$ cat src/rtl/hex_word_parser.sv
// Assembles delimiter-terminated runs of ASCII hex digits into binary words.
// One result per token, with a byte valid/ready input and a word valid/ready output.
module hex_word_parser #(
  parameter int WORD_DIGITS = 8
) (
  input  logic                                 clock,
  input  logic                                 reset,
  input  logic [7:0]                           in_data,
  input  logic                                 in_valid,
  output logic                                 in_ready,
  output logic [4*WORD_DIGITS-1:0]             out_word,
  output logic [$clog2(WORD_DIGITS+1)-1:0]     out_ndigits,
  output logic                                 out_error,
  output logic                                 out_valid,
  input  logic                                 out_ready
);

  localparam int CW = $clog2(WORD_DIGITS + 1);
  localparam int WW = 4 * WORD_DIGITS;
  localparam logic [CW-1:0] MAX_COUNT = CW'(WORD_DIGITS);
  localparam logic [CW-1:0] ONE_COUNT = CW'(1);

  typedef enum logic [1:0] {ST_IDLE, ST_ACCUM, ST_SKIP, ST_EMIT} state_t;
  typedef enum logic [1:0] {CLS_DIGIT, CLS_DELIM, CLS_INVALID} char_cls_t;

  state_t          r_state, w_state_next;
  logic [WW-1:0]   r_acc, w_acc_next;
  logic [CW-1:0]   r_count, w_count_next;
  logic            r_err, w_err_next;
  logic [WW-1:0]   r_out_word;
  logic [CW-1:0]   r_out_ndigits;
  logic            r_out_error;

  char_cls_t       w_cls;
  logic [3:0]      w_nibble;
  logic            w_in_fire;
  logic            w_out_fire;
  logic            w_load_out;

  // Letters 'a'-'f' and 'A'-'F' both have low nibble 1..6, so +9 maps them to 10..15.
  always_comb begin
    w_cls    = CLS_INVALID;
    w_nibble = 4'd0;
    if (in_data >= 8'h30 && in_data <= 8'h39) begin
      w_cls    = CLS_DIGIT;
      w_nibble = in_data[3:0];
    end else if ((in_data >= 8'h61 && in_data <= 8'h66) ||
                 (in_data >= 8'h41 && in_data <= 8'h46)) begin
      w_cls    = CLS_DIGIT;
      w_nibble = in_data[3:0] + 4'd9;
    end else if (in_data == 8'h20 || in_data == 8'h0D ||
                 in_data == 8'h0A || in_data == 8'h2C) begin
      w_cls    = CLS_DELIM;
    end
  end

  assign in_ready   = reset && (r_state != ST_EMIT);
  assign out_valid  = (r_state == ST_EMIT);
  assign w_in_fire  = in_valid && in_ready;
  assign w_out_fire = out_valid && out_ready;
  assign w_load_out = (r_state != ST_EMIT) && (w_state_next == ST_EMIT);

  // NOTE: every signal gets its default before the case so no path leaves it unassigned (no latches).
  always_comb begin
    w_state_next = r_state;
    w_acc_next   = r_acc;
    w_count_next = r_count;
    w_err_next   = r_err;
    unique case (r_state)
      ST_IDLE: if (w_in_fire) begin
        if (w_cls == CLS_DIGIT) begin
          w_acc_next   = {{(WW-4){1'b0}}, w_nibble};
          w_count_next = ONE_COUNT;
          w_state_next = ST_ACCUM;
        end else if (w_cls == CLS_INVALID) begin
          w_err_next   = 1'b1;
          w_state_next = ST_SKIP;
        end
      end
      ST_ACCUM: if (w_in_fire) begin
        if (w_cls == CLS_DELIM) begin
          w_state_next = ST_EMIT;
        end else if (w_cls == CLS_DIGIT && r_count != MAX_COUNT) begin
          w_acc_next   = {r_acc[WW-5:0], w_nibble};
          w_count_next = r_count + ONE_COUNT;
        end else begin
          w_err_next   = 1'b1;
          w_state_next = ST_SKIP;
        end
      end
      ST_SKIP: if (w_in_fire && w_cls == CLS_DELIM) begin
        w_state_next = ST_EMIT;
      end
      ST_EMIT: if (w_out_fire) begin
        w_acc_next   = '0;
        w_count_next = '0;
        w_err_next   = 1'b0;
        w_state_next = ST_IDLE;
      end
      default: w_state_next = ST_IDLE;
    endcase
  end

  // NOTE: sequential state uses non-blocking assignments so all registers update together at the edge.
  always_ff @(posedge clock) begin
    if (!reset) begin
      r_state       <= ST_IDLE;
      r_acc         <= '0;
      r_count       <= '0;
      r_err         <= 1'b0;
      r_out_word    <= '0;
      r_out_ndigits <= '0;
      r_out_error   <= 1'b0;
    end else begin
      r_state <= w_state_next;
      r_acc   <= w_acc_next;
      r_count <= w_count_next;
      r_err   <= w_err_next;
      if (w_load_out) begin
        r_out_word    <= w_err_next ? '0 : w_acc_next;
        r_out_ndigits <= w_err_next ? '0 : w_count_next;
        r_out_error   <= w_err_next;
      end else if (w_out_fire) begin
        r_out_word    <= '0;
        r_out_ndigits <= '0;
        r_out_error   <= 1'b0;
      end
    end
  end

  assign out_word    = r_out_word;
  assign out_ndigits = r_out_ndigits;
  assign out_error   = r_out_error;

endmodule

$ cat config.mk
export PLATFORM = sky130hd
export DESIGN_NAME = hex_word_parser
export DESIGN_NICKNAME = d
export VERILOG_FILES = /design/src/rtl/hex_word_parser.sv
export SDC_FILE = /design/constraint.sdc
export NUM_CORES = 1
export LEC_CHECK = 0
export CORE_MARGIN = 4
export CORE_UTILIZATION = 52
export DETAILED_ROUTE_END_ITERATION = 10
export PLACE_DENSITY = 0.79
export SYNTH_ARGS = -nofsm -noshare
export SYNTH_HDL_FRONTEND = slang
export SYNTH_SLANG_ARGS = --single-unit
$ cat constraint.sdc
create_clock -name clock -period 3.1 [get_ports clock]
set_input_delay 0.31 -clock clock [delete_from_list [all_inputs] [get_ports clock]]
set_output_delay 0.31 -clock clock [all_outputs]
set_load 0.005 [all_outputs]
==> impl_metrics.tcl, run 1 <==
set metrics [dict create \
    p_per_area_nw_per_um2 502 \
    max_cap_viol_count 0 \
    synthAdderAreaFrac 0.0293 \
    tightest_slew_ns 1.09 \
    cts.reportedPaths.clkPinSlew_ns 0.07 \
    synth_seq_cells 76 \
    cts_made_buffers 9 \
    synth_area_um2 2990 \
    async_reset_ff_frac 0 \
    drive_gt1_frac 0.219 \
    io_buffer_count 50 \
    nets 343 \
    ir_drop_mv 0.290 \
    grt_max_degree 37 \
    stdcell_area_um2 3780 \
    rows 27 \
    min_to "out_word[26]$_SDFFE_PN0P_" \
    initial_core_util 0.539 \
    yosys.area_share.xor_xnor 0.00587 \
    gp_congestion 0.812 \
    hold_viol_final 0 \
    cts_sinks 76 \
    whs_ns 0.484 \
    rrSetupSlack_ns 0.43 \
    die_height_um 83.8 \
    track_usage 0.176 \
    grt_pass1_vias 2185 \
    worstReg2RegEnd "out_word[28]$_SDFFE_PN0P_" \
    worstHoldStart "out_word[26]$_SDFFE_PN0P_" \
    io_pins 51 \
    drt_iter0_drc 124 \
    rsz0062_at_grt "false" \
    layout.cells.non_filler 401 \
    yosysWarnings 0 \
    viasPerCell 5.66 \
    synth_top_family_by_area "compound AO/OA/AOI/OAI gates" \
    max_freq_mhz 343 \
    p_leak_uw 0.00145 \
    muxShareOfSynthArea 0.00712 \
    placed_area_um2 3560 \
    grt_pass1_wl_um 10100 \
    syn-instance-count 264 \
    cp_data_required_time_ns 3.38 \
    final_common_cell "dfxtp_1" \
    cts_setup_buffers 0 \
    fp.dieW_um 83.8 \
    synth-simple-area-share 0.104 \
    post-route-period-util 0.942 \
    synthToLayoutAreaGrowth_pct 26.6 \
    maxSlewViolCount 0 \
    ys.flop_type "dfxtp_1" \
    syn_nets 283 \
    final.min_clock_period_ns 2.92 \
    skew_ns 0.00965 \
    ys_seq_area_frac 0.510 \
    drtPass1Iterations 4 \
    ff2ff_path_depth 9 \
    finalSetupTns_ns 0 \
    antenna_found_initial 0 \
    r2r-start "r_count[0]$_SDFF_PN0_" \
    routedWlPerCell_um 15.1 \
    root_buffer "clkbuf_8" \
    avgSynthCellArea_um2 11.3 \
    synth-edff-count 0 \
    core-area_um2 5540 \
    crit_path_end_kind "flip-flop" \
    hold_path_class "reg2reg" \
    vias 2268 \
    wl_um 6060 \
    dp_cells 385 \
    critPathMaxFanout 36 \
    slew_headroom 0.270 \
    gr-total-overflow 0 \
    setup_viol 0 \
    drc 0 \
    clk_path_buf_depth 2 \
    path_class "in2reg" \
    status "complete, no violations" \
    tritoncts "done" \
    synth.distinct_cells 47 \
    cts_htree_levels 3 \
    die-area_um2 7020 \
    detail-route-antenna-nets 0 \
    post-route-util 0.682 \
    startpoint_type "input port" \
    hold_depth 1 \
    worstPathArrival_ns 3.19 \
    synth-compound-area-share 0.290 \
    dp_hpwl_um 4020 \
    worstSkewPairLatency_ns 0.34 \
    layout_common_cells "dfxtp_1, clkdlybuf4s50_1, a22o_1" \
    n_antenna_cell 0 \
]
-- Yosys cell counts (2+ instances only) --
library cell,number,share of area
o21ai_0,9,0.015
buf_6,6,0.023
nor2b_1,2,0.0042
nor2_1,6,0.0075
a22oi_1,2,0.0050
buf_4,5,0.013
inv_1,8,0.010
dfxtp_1,76,0.51
ha_1,7,0.029
o31ai_1,3,0.0075
buf_2,2,0.0034
a211oi_1,3,0.0075
a22o_2,31,0.10
a21oi_1,4,0.0067
a22o_1,33,0.097
nor2_2,2,0.0042
and2_1,5,0.010
nand2_1,17,0.021
nor4_1,2,0.0042
or3_1,2,0.0042
nand3_1,12,0.020
nand4_1,2,0.0042
-- cells by family (layout without fill, tap and decap cells) --
logic type	Yosys count	count (layout)
fa+ha+maj	7	7
xor+xnor	2	2
compound gates	98	98
simple gates	57	57
mux	2	2
buf+inv	22	87
flops	76	76
-- cell type report --
type	instances	area (um^2)
fill	453	1760
sequential	76	1520
multi-input combinational	166	1310
timing repair buffer	63	611
clock buffer	11	131
tap	72	90.1
clock inverter	5	85.1
inverter	8	30.0
-- state kept, by name, summed over array words and instances, names as in the netlist --
| register | cells |
|---|---|
| out_error | 1 |
| r_acc | 32 |
| out_word | 32 |
| out_ndigits | 4 |
| r_state | 2 |
| r_err | 1 |
| r_count | 4 |
-- critical path: stages --
cell and delay (ns):
clkdlybuf4s50_1 0.45, inv_1 0.12, ha_1 0.18, inv_1 0.05, o311ai_2 0.37, a211oi_4 0.11
and2_4 0.19, a221o_2 0.34, a21oi_4 0.77, a22o_2 0.29
-- stage by stage --
stage	total power [uW]	setup slack (ns)
detailed placement	1110	-0.183
global placement	1110	-0.0843
CTS	1910	0.156
floorplan	1070	0.772
global route	1960	0.000731
finish	1900	0.181
-- report_power, final --
part	switching [uW]	leakage (uW)	internal, uW
sequential	6.13	0.000612	979
clock	356	0.000104	459
combinational	57.6	0.000729	42.3
-- timing repair --
action                     CTS  global route
resized for setup            0             1
setup endpoints to repair    0             4
hold buffers                 0             0
-- worst max-delay path by stage --
| stage | start | to | slack (ns) | depth (start not counted) |
|---|---|---|---|---|
| 5_1_grt | in_data[0] | out_word[17]$_SDFFE_PN0P_ | 0.0007 | 10 |
| 4_1_cts | in_data[0] | out_word[28]$_SDFFE_PN0P_ | 0.16 | 10 |
| 3_5_place_dp | in_data[0] | out_word[17]$_SDFFE_PN0P_ | -0.18 | 10 |
| 2_1_floorplan | in_data[1] | out_word[14]$_SDFFE_PN0P_ | 0.77 | 10 |
| 6_report | in_data[0] | out_word[28]$_SDFFE_PN0P_ | 0.18 | 10 |
| 3_3_place_gp | in_data[0] | out_word[1]$_SDFFE_PN0P_ | -0.08 | 10 |
-- routing by layer --
layer  GRT usage  vias to the layer above  share of wire
li1            -                     1119              -
met2       0.277                       47           0.47
met1       0.229                     1098           0.49
met4      0.0746                        0         0.0073
met5           0                        -              0
met3      0.0454                        4          0.037
(Power assumes the default switching activity.)
==> inputs of run 2 (changes only) <==
CORE_MARGIN = 2   (was 4)
==> run 2 against run 1 <==
Effect of this change: worst setup slack gained 0.043 ns; sequential share of layout area grew 0.067 points; die area shrank 9.3%; clock power shrank 16%; cell area shrank 0.17%; register-to-register slack gained 0.07 ns; global-route usage grew 2.1 points; largest cell class unchanged; flip-flop and latch count is the same; critical endpoint is now out_word[7]$_SDFFE_PN0P_; via count grew 0.66%; clock skew shrank 0.0032 ns.
==> impl_metrics.tcl, run 2 (synthesis gave the netlist of run 1 again) <==
set metrics [dict create \
    status "complete, no violations" \
    tritoncts "done" \
    whs_ns 0.485 \
    antenna_found_initial 0 \
    fp.dieW_um 79.8 \
    track_usage 0.197 \
    detail-route-antenna-nets 0 \
    cts_resized 0 \
    drt_iter0_drc 128 \
    power_uw 1780 \
    maxSlewViolCount 0 \
    cp_data_required_time_ns 3.39 \
    startpoint_type "input port" \
    post-route-period-util 0.928 \
    vias 2283 \
    ir_drop_mv 0.319 \
    setup_viol 0 \
    final-seq-area_um2 1520 \
    viasPerCell 5.64 \
    core-area_um2 5540 \
    io_pins 51 \
    drc 0 \
    r2r-start "r_count[0]$_SDFF_PN0_" \
    die-area_um2 6360 \
    final.min_clock_period_ns 2.88 \
    wl_um 6090 \
    grt_pass1_wl_um 9730 \
    final_common_cell "dfxtp_1" \
    hold_viol_final 0 \
    die_height_um 79.8 \
    gp_congestion 0.829 \
    layout_common_cells "dfxtp_1, clkdlybuf4s50_1, a22o_1" \
    rows 27 \
    crit_path_end_kind "flip-flop" \
    p_leak_uw 0.00145 \
    io_buffer_count 50 \
    max_cap_viol_count 0 \
    clk_path_buf_depth 2 \
    post-route-util 0.681 \
    root_buffer "clkbuf_8" \
    slew_headroom 0.257 \
    finalSetupTns_ns 0 \
    grt_pass1_vias 2126 \
    synthToLayoutAreaGrowth_pct 26.4 \
    cp-startpoint "in_data[1]" \
    n_antenna_cell 0 \
    cts.reportedPaths.clkPinSlew_ns 0.08 \
    nets 347 \
    cts_sinks 76 \
    ff2ff_path_depth 9 \
    endpoint "out_word[7]$_SDFFE_PN0P_" \
    rsz0062_at_grt "false" \
    dp_hpwl_um 3930 \
    path_class "in2reg" \
    hold_path_class "reg2reg" \
    final.fill_count 445 \
    p_per_area_nw_per_um2 471 \
    worstSkewPairLatency_ns 0.34 \
    drive_gt1_frac 0.231 \
    cts_htree_levels 3 \
    worstReg2RegEnd "out_word[7]$_SDFFE_PN0P_" \
    critPathMaxFanout 18 \
    routedWlPerCell_um 15.0 \
    hold_buffers 0 \
    multi_input_area_um2 1310 \
    drtPass1Iterations 4 \
    rrSetupSlack_ns 0.50 \
    initial_core_util 0.539 \
    gr-total-overflow 0 \
    max_freq_mhz 348 \
    worstHoldStart "out_word[30]$_SDFFE_PN0P_" \
    skew_ns 0.00649 \
    grt_max_degree 37 \
    tightest_slew_ns 1.11 \
    cts_setup_buffers 0 \
    cts_made_buffers 9 \
    worstPathArrival_ns 3.17 \
]
-- run 2: cell count changes in the layout (fill, tap and decap cells not counted) --
cell	delta
clkbuf_8	+2
bufinv_16	-2
a21oi_2	+1
nor4_1	+1
clkinv_4	-1
nor4_2	-1
clkinvlp_4	+1
clkinv_2	+2
buf_4	+3
clkbuf_1	-2
-- run 2: report_power, final --
| part | leakage (uW) | internal [uW] | switching (uW) |
|---|---|---|---|
| logic | 0.000746 | 44.6 | 60.9 |
| registers | 0.000612 | 979 | 5.82 |
| clock network | 0.0000917 | 334 | 352 |
-- run 2: routing by layer --
| metal | global-route usage | up-vias | share of wire | wire, um |
|---|---|---|---|---|
| li1 | - | 1124 | - | - |
| met1 | 0.256 | 1093 | 0.48 | 2950 |
| met2 | 0.308 | 59 | 0.46 | 2820 |
| met3 | 0.0509 | 7 | 0.042 | 254 |
| met4 | 0.0898 | 0 | 0.010 | 63 |
| met5 | 0 | - | 0 | 0 |
-- run 2: area by class of cell --
class	count	area share
clock inverter	5	0.00895
sequential	76	0.403
tap	72	0.0239
multi-input combinational	167	0.348
timing repair buffer	66	0.168
clock buffer	11	0.0401
inverter	8	0.00796
-- run 2: critical path: stages --
cell and delay (ns):
clkdlybuf4s50_1 0.41, inv_1 0.12, ha_1 0.22, o21bai_1 0.09, a21bo_2 0.25, buf_4 0.17
nand2_1 0.16, nor2_1 0.08, o31a_1 0.33, a21oi_2 0.74, a22o_2 0.27
-- run 2: how the worst min path moves through the flow --
stage	end	slack, ns	cells past startpoint
floorplan	r_acc[28]$_SDFF_PN0_	0.45	1
global placement	r_acc[29]$_SDFF_PN0_	0.46	1
finish	out_word[30]$_SDFFE_PN0P_	0.49	1
global route	out_word[26]$_SDFFE_PN0P_	0.50	1
detailed placement	out_word[1]$_SDFFE_PN0P_	0.47	1
CTS	out_word[30]$_SDFFE_PN0P_	0.49	1
-- run 2: per-stage QoR --
stage,cells,cell area (um^2),setup WS [ns]
2_1_floorplan,264,2990,0.772
3_3_place_gp,388,3580,-0.0969
3_5_place_dp,388,3580,-0.174
4_1_cts,404,3760,0.193
5_1_grt,405,3770,0.0542
6_report,405,3770,0.225
